$ cat src/rtl/audioport_pkg.sv
// rtl/audioport_pkg.sv - shared audio port types and i2s_ctrl defaults
package audioport_pkg;

  localparam int I2S_CTRL_FIFO_DEPTH = 4;
  localparam int I2S_CTRL_PREFILL    = 2;

  typedef enum logic [1:0] {
    ST_IDLE,
    ST_PREFILL,
    ST_PLAY,
    ST_DRAIN
  } i2s_ctrl_state_t;

  typedef struct packed {
    logic [23:0] left;
    logic [23:0] right;
  } stereo_pair_t;

endpackage

$ cat src/rtl/i2s_ctrl_if.sv
// rtl/i2s_ctrl_if.sv - stereo-pair source stream into i2s_ctrl
interface i2s_ctrl_if;

  logic        src_valid_in;
  logic [23:0] src_audio0_in;
  logic [23:0] src_audio1_in;
  logic        src_ready_out;

  modport master (
    output src_valid_in, src_audio0_in, src_audio1_in,
    input  src_ready_out
  );

  modport slave (
    input  src_valid_in, src_audio0_in, src_audio1_in,
    output src_ready_out
  );

endinterface

$ cat src/rtl/i2s_ctrl_fifo.sv
// rtl/i2s_ctrl_fifo.sv - synchronous stereo-pair FIFO, DEPTH a power of two
module i2s_ctrl_fifo
  import audioport_pkg::*;
#(
  parameter int DEPTH = I2S_CTRL_FIFO_DEPTH
) (
  input  logic                     clk,
  input  logic                     rst_n,
  input  logic                     push,
  input  stereo_pair_t             wdata,
  input  logic                     pop,
  output stereo_pair_t             rdata,
  output logic [$clog2(DEPTH):0]   count,
  output logic                     full,
  output logic                     empty
);

  localparam int AW = $clog2(DEPTH);
  localparam int CW = AW + 1;

  stereo_pair_t   mem [DEPTH];
  logic [AW-1:0]  wr_ptr;
  logic [AW-1:0]  rd_ptr;
  logic           do_push;
  logic           do_pop;

  assign empty   = (count == '0);
  assign full    = (count == CW'(DEPTH));
  assign do_pop  = pop && !empty;
  // A pop in the same cycle frees the slot, so a push into a full FIFO is legal then.
  assign do_push = push && (!full || do_pop);
  assign rdata   = mem[rd_ptr];

  always_ff @(posedge clk) begin
    if (do_push) mem[wr_ptr] <= wdata;
  end

  always_ff @(posedge clk or negedge rst_n) begin
    if (!rst_n) begin
      wr_ptr <= '0;
      rd_ptr <= '0;
      count  <= '0;
    end else begin
      if (do_push) wr_ptr <= wr_ptr + AW'(1);
      if (do_pop)  rd_ptr <= rd_ptr + AW'(1);
      count <= count + CW'(do_push) - CW'(do_pop);
    end
  end

endmodule

$ cat src/rtl/i2s_ctrl.sv
// rtl/i2s_ctrl.sv - i2s_unit sequencer; I2S_CTRL_UNDERRUN_CNT_EN adds an underrun counter
module i2s_ctrl
  import audioport_pkg::*;
#(
  parameter int FIFO_DEPTH = I2S_CTRL_FIFO_DEPTH,
  parameter int PREFILL    = I2S_CTRL_PREFILL
) (
  input  logic        clk,
  input  logic        rst_n,
  i2s_ctrl_if.slave   src,
  input  logic        play_cmd_in,
  input  logic        cfg_cmd_in,
  input  logic [31:0] cfg_reg_in,
  input  logic        i2s_req_in,
  output logic        i2s_play_out,
  output logic        i2s_tick_out,
  output logic [23:0] i2s_audio0_out,
  output logic [23:0] i2s_audio1_out,
  output logic        i2s_cfg_out,
  output logic [31:0] i2s_cfg_reg_out,
  output logic        busy_out,
  output logic        underrun_out,
  output logic        cfg_err_out,
  output logic [15:0] underrun_count_out
);

  localparam int CW = $clog2(FIFO_DEPTH) + 1;

  i2s_ctrl_state_t state;
  stereo_pair_t    wr_pair;
  stereo_pair_t    rd_pair;
  logic [CW-1:0]   count;
  logic [CW-1:0]   cnt_nxt;
  logic            full, empty, push, serve, pop, start, prefill_ok;

  assign wr_pair    = {src.src_audio0_in, src.src_audio1_in};
  assign push       = src.src_valid_in && src.src_ready_out && (!full || pop);
  assign serve      = i2s_req_in && (state == ST_PLAY || state == ST_DRAIN);
  assign pop        = serve && !empty;
  assign start      = (state == ST_IDLE) && play_cmd_in;
  assign prefill_ok = (count >= CW'(PREFILL));
  assign cnt_nxt    = count + CW'(push) - CW'(pop);

  i2s_ctrl_fifo #(.DEPTH(FIFO_DEPTH)) u_fifo (
    .clk   (clk),
    .rst_n (rst_n),
    .push  (push),
    .wdata (wr_pair),
    .pop   (pop),
    .rdata (rd_pair),
    .count (count),
    .full  (full),
    .empty (empty)
  );

  always_ff @(posedge clk or negedge rst_n) begin
    if (!rst_n) begin
      state             <= ST_IDLE;
      i2s_play_out      <= 1'b0;
      i2s_tick_out      <= 1'b0;
      i2s_audio0_out    <= '0;
      i2s_audio1_out    <= '0;
      i2s_cfg_out       <= 1'b0;
      i2s_cfg_reg_out   <= '0;
      busy_out          <= 1'b0;
      underrun_out      <= 1'b0;
      cfg_err_out       <= 1'b0;
      src.src_ready_out <= 1'b1;
    end else begin
      i2s_tick_out      <= serve;
      underrun_out      <= serve && empty && (state == ST_PLAY);
      i2s_cfg_out       <= cfg_cmd_in && (state == ST_IDLE);
      cfg_err_out       <= cfg_cmd_in && (state != ST_IDLE);
      src.src_ready_out <= (cnt_nxt < CW'(FIFO_DEPTH));
      // Play lags the state by one cycle so i2s_unit sees it after the transition.
      i2s_play_out      <= (state == ST_PLAY) || (state == ST_DRAIN);
      if (serve) begin
        i2s_audio0_out <= empty ? 24'd0 : rd_pair.left;
        i2s_audio1_out <= empty ? 24'd0 : rd_pair.right;
      end
      if (cfg_cmd_in && state == ST_IDLE) i2s_cfg_reg_out <= cfg_reg_in;

      case (state)
        ST_IDLE: begin
          if (play_cmd_in) begin
            state    <= prefill_ok ? ST_PLAY : ST_PREFILL;
            busy_out <= 1'b1;
          end
        end
        ST_PREFILL: begin
          if (!play_cmd_in) begin
            state    <= ST_IDLE;
            busy_out <= 1'b0;
          end else if (prefill_ok) begin
            state <= ST_PLAY;
          end
        end
        ST_PLAY: begin
          if (!play_cmd_in) state <= ST_DRAIN;
        end
        ST_DRAIN: begin
          if (play_cmd_in) begin
            state <= ST_PLAY;
          end else if (empty && !i2s_req_in) begin
            state    <= ST_IDLE;
            busy_out <= 1'b0;
          end
        end
        default: begin
          state    <= ST_IDLE;
          busy_out <= 1'b0;
        end
      endcase
    end
  end

`ifdef I2S_CTRL_UNDERRUN_CNT_EN
  logic [15:0] urun_cnt;

  always_ff @(posedge clk or negedge rst_n) begin
    if (!rst_n) begin
      urun_cnt <= '0;
    end else if (start) begin
      urun_cnt <= '0;
    end else if (serve && empty && state == ST_PLAY && urun_cnt != 16'hFFFF) begin
      urun_cnt <= urun_cnt + 16'd1;
    end
  end

  assign underrun_count_out = urun_cnt;
`else
  assign underrun_count_out = '0;
`endif

endmodule

$ cat src/flat_wrapper.sv
// flat-port wrapper written by rule: the top's interface ports become plain ports
module i2s_ctrl_flat import audioport_pkg::*;
#(
  parameter int FIFO_DEPTH = I2S_CTRL_FIFO_DEPTH,
  parameter int PREFILL    = I2S_CTRL_PREFILL
)
  (clk, rst_n, play_cmd_in, cfg_cmd_in, cfg_reg_in, i2s_req_in, i2s_play_out, i2s_tick_out, i2s_audio0_out, i2s_audio1_out, i2s_cfg_out, i2s_cfg_reg_out, busy_out, underrun_out, cfg_err_out, underrun_count_out, src_src_valid_in, src_src_audio0_in, src_src_audio1_in, src_src_ready_out);
  i2s_ctrl_if src_i ();
  input  logic clk;
  input  logic rst_n;
  input  logic play_cmd_in;
  input  logic cfg_cmd_in;
  input  logic [31:0] cfg_reg_in;
  input  logic i2s_req_in;
  output logic i2s_play_out;
  output logic i2s_tick_out;
  output logic [23:0] i2s_audio0_out;
  output logic [23:0] i2s_audio1_out;
  output logic i2s_cfg_out;
  output logic [31:0] i2s_cfg_reg_out;
  output logic busy_out;
  output logic underrun_out;
  output logic cfg_err_out;
  output logic [15:0] underrun_count_out;
  input wire logic [$bits(src_i.src_valid_in)-1:0] src_src_valid_in;
  input wire logic [$bits(src_i.src_audio0_in)-1:0] src_src_audio0_in;
  input wire logic [$bits(src_i.src_audio1_in)-1:0] src_src_audio1_in;
  output wire logic [$bits(src_i.src_ready_out)-1:0] src_src_ready_out;
  assign src_i.src_valid_in = src_src_valid_in;
  assign src_i.src_audio0_in = src_src_audio0_in;
  assign src_i.src_audio1_in = src_src_audio1_in;
  assign src_src_ready_out = src_i.src_ready_out;
  i2s_ctrl #(.FIFO_DEPTH(FIFO_DEPTH), .PREFILL(PREFILL)) u_core (.clk(clk), .rst_n(rst_n), .src(src_i), .play_cmd_in(play_cmd_in), .cfg_cmd_in(cfg_cmd_in), .cfg_reg_in(cfg_reg_in), .i2s_req_in(i2s_req_in), .i2s_play_out(i2s_play_out), .i2s_tick_out(i2s_tick_out), .i2s_audio0_out(i2s_audio0_out), .i2s_audio1_out(i2s_audio1_out), .i2s_cfg_out(i2s_cfg_out), .i2s_cfg_reg_out(i2s_cfg_reg_out), .busy_out(busy_out), .underrun_out(underrun_out), .cfg_err_out(cfg_err_out), .underrun_count_out(underrun_count_out));
endmodule
$ cat config.mk
export PLATFORM = sky130hd
export DESIGN_NAME = i2s_ctrl_flat
export DESIGN_NICKNAME = d
export VERILOG_FILES = /design/src/rtl/audioport_pkg.sv /design/src/rtl/i2s_ctrl_if.sv /design/src/rtl/i2s_ctrl_fifo.sv /design/src/rtl/i2s_ctrl.sv /design/src/flat_wrapper.sv
export SDC_FILE = /design/constraint.sdc
export NUM_CORES = 1
export LEC_CHECK = 0
export BUFFER_PORTS_ARGS = -buffer_cell sky130_fd_sc_hd__buf_4
export CELL_PAD_IN_SITES_DETAIL_PLACEMENT = 1
export CELL_PAD_IN_SITES_GLOBAL_PLACEMENT = 2
export CORE_MARGIN = 1.5
export CORE_UTILIZATION = 45
export CTS_CLUSTER_SIZE = 14
export DETAILED_ROUTE_END_ITERATION = 12
export PLACE_DENSITY = 0.86
export SYNTH_ARGS = -nofsm -noshare
export SYNTH_HDL_FRONTEND = slang
export SYNTH_SLANG_ARGS = --single-unit
$ cat constraint.sdc
create_clock -name clk -period 6.98 [get_ports clk]
set_input_delay 0.349 -clock clk [delete_from_list [all_inputs] [get_ports clk]]
set_output_delay 0.349 -clock clk [all_outputs]
set_load 0.02 [all_outputs]
==> impl_metrics.tcl, run 1 <==
set metrics [dict create \
    run_status "completed" \
    clock.fmax_mhz 327 \
    wl_per_cell_um 21.8 \
    p_per_area_nw_per_um2 432 \
    drc_errors 0 \
    synth_common_cells "edfxtp_1, dfrtp_1, a22o_1" \
    slew_headroom_pct 20.3 \
    insertion_delay_ns 0.56 \
    gp_congestion 0.717 \
    synth_area_leaders "edfxtp_1, dfrtp_1, mux4_2, a22o_1, mux2_2" \
    design_area_um2 13700 \
    io_pins 189 \
    row_count 56 \
    grt-ovfl-total 0 \
    syn_inst 513 \
    placedInstanceArea_um2 12300 \
    htreeDepth 1 \
    rsz0062_at_grt "no" \
    design.die.area_um2 24900 \
    antenna_found_initial 0 \
    grt_pass1_vias 6254 \
    postSynth.asyncResetShare_pct 33.3 \
    ys_types 36 \
    p_leak_uw 0.00535 \
    cts_buffers 30 \
    dieHeight_um 158 \
    yosys_warnings 0 \
    clockBufferDepth 3 \
    grt_first_pass_wirelength_um 36000 \
    drive_gt1_share_pct 41.1 \
    maxCapViolations 0 \
    cts_resized 0 \
    critPathRequiredTime_ns 7.40 \
    clock_skew_ns 0.0343 \
    crit_arrival_ns 3.48 \
    finalPower_uw 5920 \
    yosysTopAreaCell "edfxtp_1" \
    final_max_slew_viol_count 0 \
    worstHoldPathType "in2reg" \
    cp_max_fo 51 \
    cp-start-kind "flop" \
    synth-edff-count 192 \
    cp-end-kind "flop" \
    synth.avg_cell_area_um2 21.0 \
    multi_input_area_um2 2300 \
    antenna_cells 0 \
    postCtsHoldBufs 41 \
    vias 5674 \
    seq_area_frac_synth_pct 75.8 \
    post_cts_buffers 0 \
    detail-route-antenna-nets 0 \
    yosysMostFrequentCell "edfxtp_1" \
    whs_ns 0.0231 \
    utilization_pct 58.4 \
    finalCriticalPeriod_ns 3.06 \
    clockRootBuffer "clkbuf_16" \
    io_buffers 172 \
    hold_viol 0 \
    initial_utilization_pct 45.9 \
    core_region_area_um2 23500 \
    fin_nets 833 \
    clock_sinks 288 \
    die_w_um 158 \
    grt_max_degree 61 \
    grt_usage_pct 19.2 \
    hp-start "src_src_audio0_in[10]" \
    area_growth_pct 27.1 \
    syn-cell-area_um2 10800 \
    worst_slew_pin_slew_ns 1.19 \
    critPathKind "reg2reg" \
    first_pass_iters 4 \
    synth_top_area_share_pct 53.5 \
    hpwl_um 14200 \
    drtIter0Drc 303 \
    cts_tree "done" \
    postRouteWirelength_um 23600 \
    peakVddDrop_mv 0.251 \
    avgViaCountPerCell 5.25 \
    ys_ff_latch 288 \
    clk_pin_slew_worst_paths_ns 0.06 \
    setup_viol 0 \
    fillerInstances 2076 \
    synth_flop_cell "edfxtp_1" \
    fin_setup_tns_ns 0 \
    regArea_um2 8170 \
    post-route-period-util_pct 43.9 \
]
==> stage by stage <==
stage / std cells / worst slack [ns]
3_5_place_dp: 983 / 3.89
3_3_place_gp: 983 / 4.05
4_1_cts: 1080 / 3.89
2_1_floorplan: 528 / 4.48
5_1_grt: 1080 / 3.65
6_report: 1080 / 3.92
==> report_power, final <==
| group | switching (uW) | internal, uW | leakage (uW) |
|---|---|---|---|
| Combinational | 849 | 851 | 0.00194 |
| Sequential | 323 | 2270 | 0.00290 |
| Clock | 636 | 991 | 0.000513 |
| Total | 1810 | 4110 | 0.00535 |
==> cells by family after synthesis <==
group / count (synthesis) / share of synthesized area, %
other: 1 / 0.0348
multiplexers: 81 / 13.5
flip-flops: 288 / 75.8
XOR/XNOR: 5 / 0.406
buffers and inverters: 56 / 3.53
AO/OA/AOI/OAI: 59 / 4.79
AND/OR/NAND/NOR: 13 / 0.789
adder cells (fa/ha/maj): 10 / 1.23
==> critical path: stages, from the launching register on <==
cell	delay [ns]
dfrtp_1	0.49
nand2_2	0.71
a31oi_4	0.59
inv_1	0.09
ha_1	0.30
inv_1	0.06
ha_1	0.14
inv_1	0.05
fa_1	0.37
xor2_1	0.15
==> layout by cell type, fill, tap and decap left out, types with 7 or more instances in the layout <==
master,count
a22o_1,49
clkbuf_16,30
inv_1,13
dlygate4sd3_1,41
clkinv_2,8
edfxtp_1,192
ha_1,9
dfrtp_1,93
mux2_2,26
mux4_2,48
buf_4,179
mux2_1,7
conb_1,16
==> path summary, 6_finish.rpt <==
check	endpoint	slack, ns	depth (start not counted)
min reg2reg	u_core.i2s_cfg_reg_out[31]	0.49	1
min in group asynchronous	u_core.i2s_cfg_out	0.32	2
max in group asynchronous	u_core.u_fifo.rd_ptr[0]	5.38	3
max reg2reg	u_core.u_fifo.count[2]	3.92	9
max	u_core.u_fifo.count[2]	3.92	9
min	u_core.u_fifo.mem[1][34]	0.02	1
==> registers in the layout, indices dropped and copies added (netlist names), named ones only <==
| name | flops |
|---|---|
| u_core.i2s_tick_out | 1 |
| u_core.cfg_err_out | 1 |
| u_core.i2s_cfg_reg_out | 32 |
| u_core.i2s_play_out | 1 |
| u_core.u_fifo.count | 3 |
| u_core.u_fifo.wr_ptr | 2 |
| u_core.u_fifo.mem | 192 |
| u_core.underrun_out | 1 |
| u_core.i2s_audio0_out | 24 |
| u_core.state | 1 |
| u_core.src.src_ready_out | 1 |
| u_core.u_fifo.rd_ptr | 2 |
| u_core.i2s_audio1_out | 24 |
| u_core.busy_out | 1 |
| u_core.i2s_cfg_out | 1 |
==> cell type report <==
type	count	area share [%]
clock buffers	41	6.14
clock inverters	15	1.38
inverters	13	0.356
multi-input cells	184	16.8
flip-flops and latches	288	59.6
well taps	319	2.91
repair buffers	220	12.8
==> routing by layer <==
metal | vias up | GRT usage [%] | part of all wire [%]
met5 | - | 0 | 0
met3 | 40 | 3.72 | 7.7
met1 | 2941 | 24.7 | 40
li1 | 2455 | - | -
met4 | 0 | 5.08 | 2.3
met2 | 238 | 33.6 | 50
Power figures use the tool's default switching activity.
==> run 2: changes to the inputs <==
--- a/config.mk
+++ b/config.mk
@@ -5,14 +5,15 @@
 export SDC_FILE = /design/constraint.sdc
 export NUM_CORES = 1
 export LEC_CHECK = 0
+export ABC_AREA = 1
 export BUFFER_PORTS_ARGS = -buffer_cell sky130_fd_sc_hd__buf_4
 export CELL_PAD_IN_SITES_DETAIL_PLACEMENT = 1
 export CELL_PAD_IN_SITES_GLOBAL_PLACEMENT = 2
 export CORE_MARGIN = 1.5
-export CORE_UTILIZATION = 45
+export CORE_UTILIZATION = 33
 export CTS_CLUSTER_SIZE = 14
 export DETAILED_ROUTE_END_ITERATION = 12
-export PLACE_DENSITY = 0.86
+export PLACE_DENSITY = 0.76
 export SYNTH_ARGS = -nofsm -noshare
 export SYNTH_HDL_FRONTEND = slang
 export SYNTH_SLANG_ARGS = --single-unit
==> constraint.sdc (replaced) <==
create_clock -name clk -period 2.7 [get_ports clk]
set_input_delay 0.135 -clock clk [delete_from_list [all_inputs] [get_ports clk]]
set_output_delay 0.135 -clock clk [all_outputs]
set_load 0.02 [all_outputs]
==> impl_metrics.tcl, run 2 <==
set metrics [dict create \
    cts_buffers 31 \
    power.switching_uw 5790 \
    avgViaCountPerCell 4.61 \
    critPathRequiredTime_ns 3.13 \
    hpwl_um 15900 \
    rrSetupSlack_ns 0.44 \
    dieHeight_um 187 \
    row_count 67 \
    yosysMostFrequentCell "nand2_1" \
    io_buffers 172 \
    grt_usage_pct 16.0 \
    grt-ovfl-total 0 \
    die_w_um 187 \
    hold_viol 0 \
    swShare_pct 35.7 \
    p_per_area_nw_per_um2 1100 \
    insertion_delay_ns 0.55 \
    syn-cell-area_um2 11200 \
    initial_utilization_pct 33.4 \
    drtIter0Drc 378 \
    cp-start-kind "flop" \
    vias 7599 \
    postRouteWirelength_um 27900 \
    cts_tree "done" \
    intPower_uw 10400 \
    detail-route-antenna-nets 0 \
    setup_viol 0 \
    design.die.area_um2 34900 \
    crit_arrival_ns 2.69 \
    largest_register_ffs 192 \
    first_pass_iters 4 \
    clk_pin_slew_worst_paths_ns 0.06 \
    gp_congestion 0.732 \
    dp.cells 1508 \
    postSynth.asyncResetShare_pct 33.3 \
    critPathKind "reg2reg" \
    clock_sinks 288 \
    final_common_cell "nand2_1" \
    fin_setup_tns_ns 0 \
    hp-start "src_src_valid_in" \
    wl_met3_um 1310 \
    p_leak_uw 0.00615 \
    synth-edff-count 192 \
    clockBufferDepth 3 \
    run_status "completed" \
    drc_errors 0 \
    layout.cells.most_common_list "nand2_1, edfxtp_1, buf_4" \
    p_comb_share_pct 34.3 \
    grt_max_degree 98 \
    clock_power_share_pct 26.1 \
    top_layer "met4" \
    core_region_area_um2 33400 \
    final_max_slew_viol_count 0 \
    synth.avg_cell_area_um2 12.1 \
    ys_types 31 \
    grt_first_pass_wirelength_um 44600 \
    post_cts_buffers 0 \
    antenna_cells 0 \
    peakVddDrop_mv 0.480 \
    top_regs "u_core.u_fifo.mem: 192 flops, u_core.i2s_cfg_reg_out: 32 flops" \
    worst_slew_pin_slew_ns 0.866 \
    antenna_found_initial 0 \
    drive_gt1_share_pct 21.2 \
    clockRootBuffer "clkbuf_16" \
    synth_area_leaders "edfxtp_1, dfrtp_1, nand2_1, o21ai_0, nor2_1" \
    area_growth_pct 31.9 \
    synth_common_cells "nand2_1, edfxtp_1, nor2_1" \
    sequentialPowerShare_pct 39.5 \
    yosysTopAreaCell "edfxtp_1" \
    syn_inst 923 \
    layout_setup_ws_ns 0.435 \
    grt_pass1_vias 8089 \
    slew_headroom_pct 42.2 \
    fin_nets 1273 \
    wl_met2_um 13900 \
    cp_max_fo 8 \
    synth_top_area_share_pct 51.7 \
    rsz0062_at_grt "no" \
    post-route-period-util_pct 83.9 \
    maxCapViolations 0 \
    instances_no_fill 1649 \
    clock_skew_ns 0.0136 \
    seq_area_frac_synth_pct 73.2 \
    clock.fmax_mhz 442 \
    wl_per_cell_um 16.9 \
    drt-met1-wl_um 12200 \
    cp-end-kind "flop" \
    synth_flop_cell "edfxtp_1" \
    io_pins 189 \
    yosys_warnings 0 \
    worstHoldPathType "in2reg" \
    finalCriticalPeriod_ns 2.26 \
    post-place-ws_ns 0.419 \
    ys_ff_latch 288 \
    largest_register "u_core.u_fifo.mem" \
    htreeDepth 1 \
]
## run 2: cell count changes after synthesis, sizes merged, moves of 3 or more
cell	delta
nand2	+253
nor2	+109
o21ai	+96
a22o	-49
mux4	-48
o22ai	+48
mux2	-33
buf	+16
inv	+13
nand3	+9
clkbuf	+7
and2	-4
xnor2	-3
## run 2: layout make-up
class	count	area [um2]
clock inverters	12	140
clock buffers	45	898
fillers	3589	18600
inverters	26	103
well taps	448	561
repair buffers	272	2300
multi-input cells	558	2540
flip-flops and latches	288	8170
## run 2: power groups by stage
| stage | combinational (uW) | sequential (uW) | clock [uW] |
|---|---|---|---|
| 6_report | 5570 | 6410 | 4240 |
| 5_1_grt | 6240 | 6540 | 4510 |
| 3_3_place_gp | 5460 | 6460 | 0 |
| 4_1_cts | 5690 | 6420 | 4360 |
| 2_1_floorplan | 2870 | 7090 | 0 |
| 3_5_place_dp | 5560 | 6500 | 0 |
## run 2: critical path, cell delays in order (launching register included)
cell     delay, ns
dfrtp_1       0.46
nand2_2       0.12
nand3_1       0.14
nand3_2       0.28
ha_1          0.39
inv_1         0.06
ha_1          0.14
inv_1         0.05
fa_1          0.36
xor2_1        0.15
## run 2: timing repair
item,in CTS,in global routing
hold buffers,84,0
endpoints found under the hold margin,280,0
gates resized for setup,0,0
## run 2: cell families (layout without fill, tap and decap cells)
family,after synthesis,after routing,share of synthesized area (%)
flops,288,288,73.2
simple gates,378,378,13.1
fa+ha+maj,10,10,1.19
other cells,1,16,0.0336
xor+xnor,4,4,0.314
compound gates,150,150,7.31
buf+inv,92,355,4.79
## run 2: worst paths after layout
path                                               to  depth (start not counted)
hold / removal                u_core.u_fifo.wr_ptr[0]                          3
setup / recovery               u_core.u_fifo.count[2]                          9
min in group asynchronous   u_core.i2s_audio0_out[14]                          2
hold reg to reg            u_core.i2s_cfg_reg_out[30]                          2
max in group asynchronous   u_core.i2s_audio0_out[11]                          3
setup reg to reg               u_core.u_fifo.count[2]                          9
## run 2: layer usage
metal | vias up | track usage (%)
met5 | - | 0
met3 | 38 | 2.89
met4 | 0 | 3.69
li1 | 3623 | -
met1 | 3762 | 20.4
met2 | 176 | 28.4
## run 2: per-stage QoR
stage	power (uW)	cell area [um2]	utilization (%)	hold WS (ns)
final	16200	14700	44.1	0.105
after global placement	11900	12800	38.5	0.306
after detailed placement	12100	12800	38.5	0.302
after CTS	16500	14700	44.1	0.0838
after floorplan	9960	11200	-	-0.161
after global routing	17300	14700	44.1	0.107
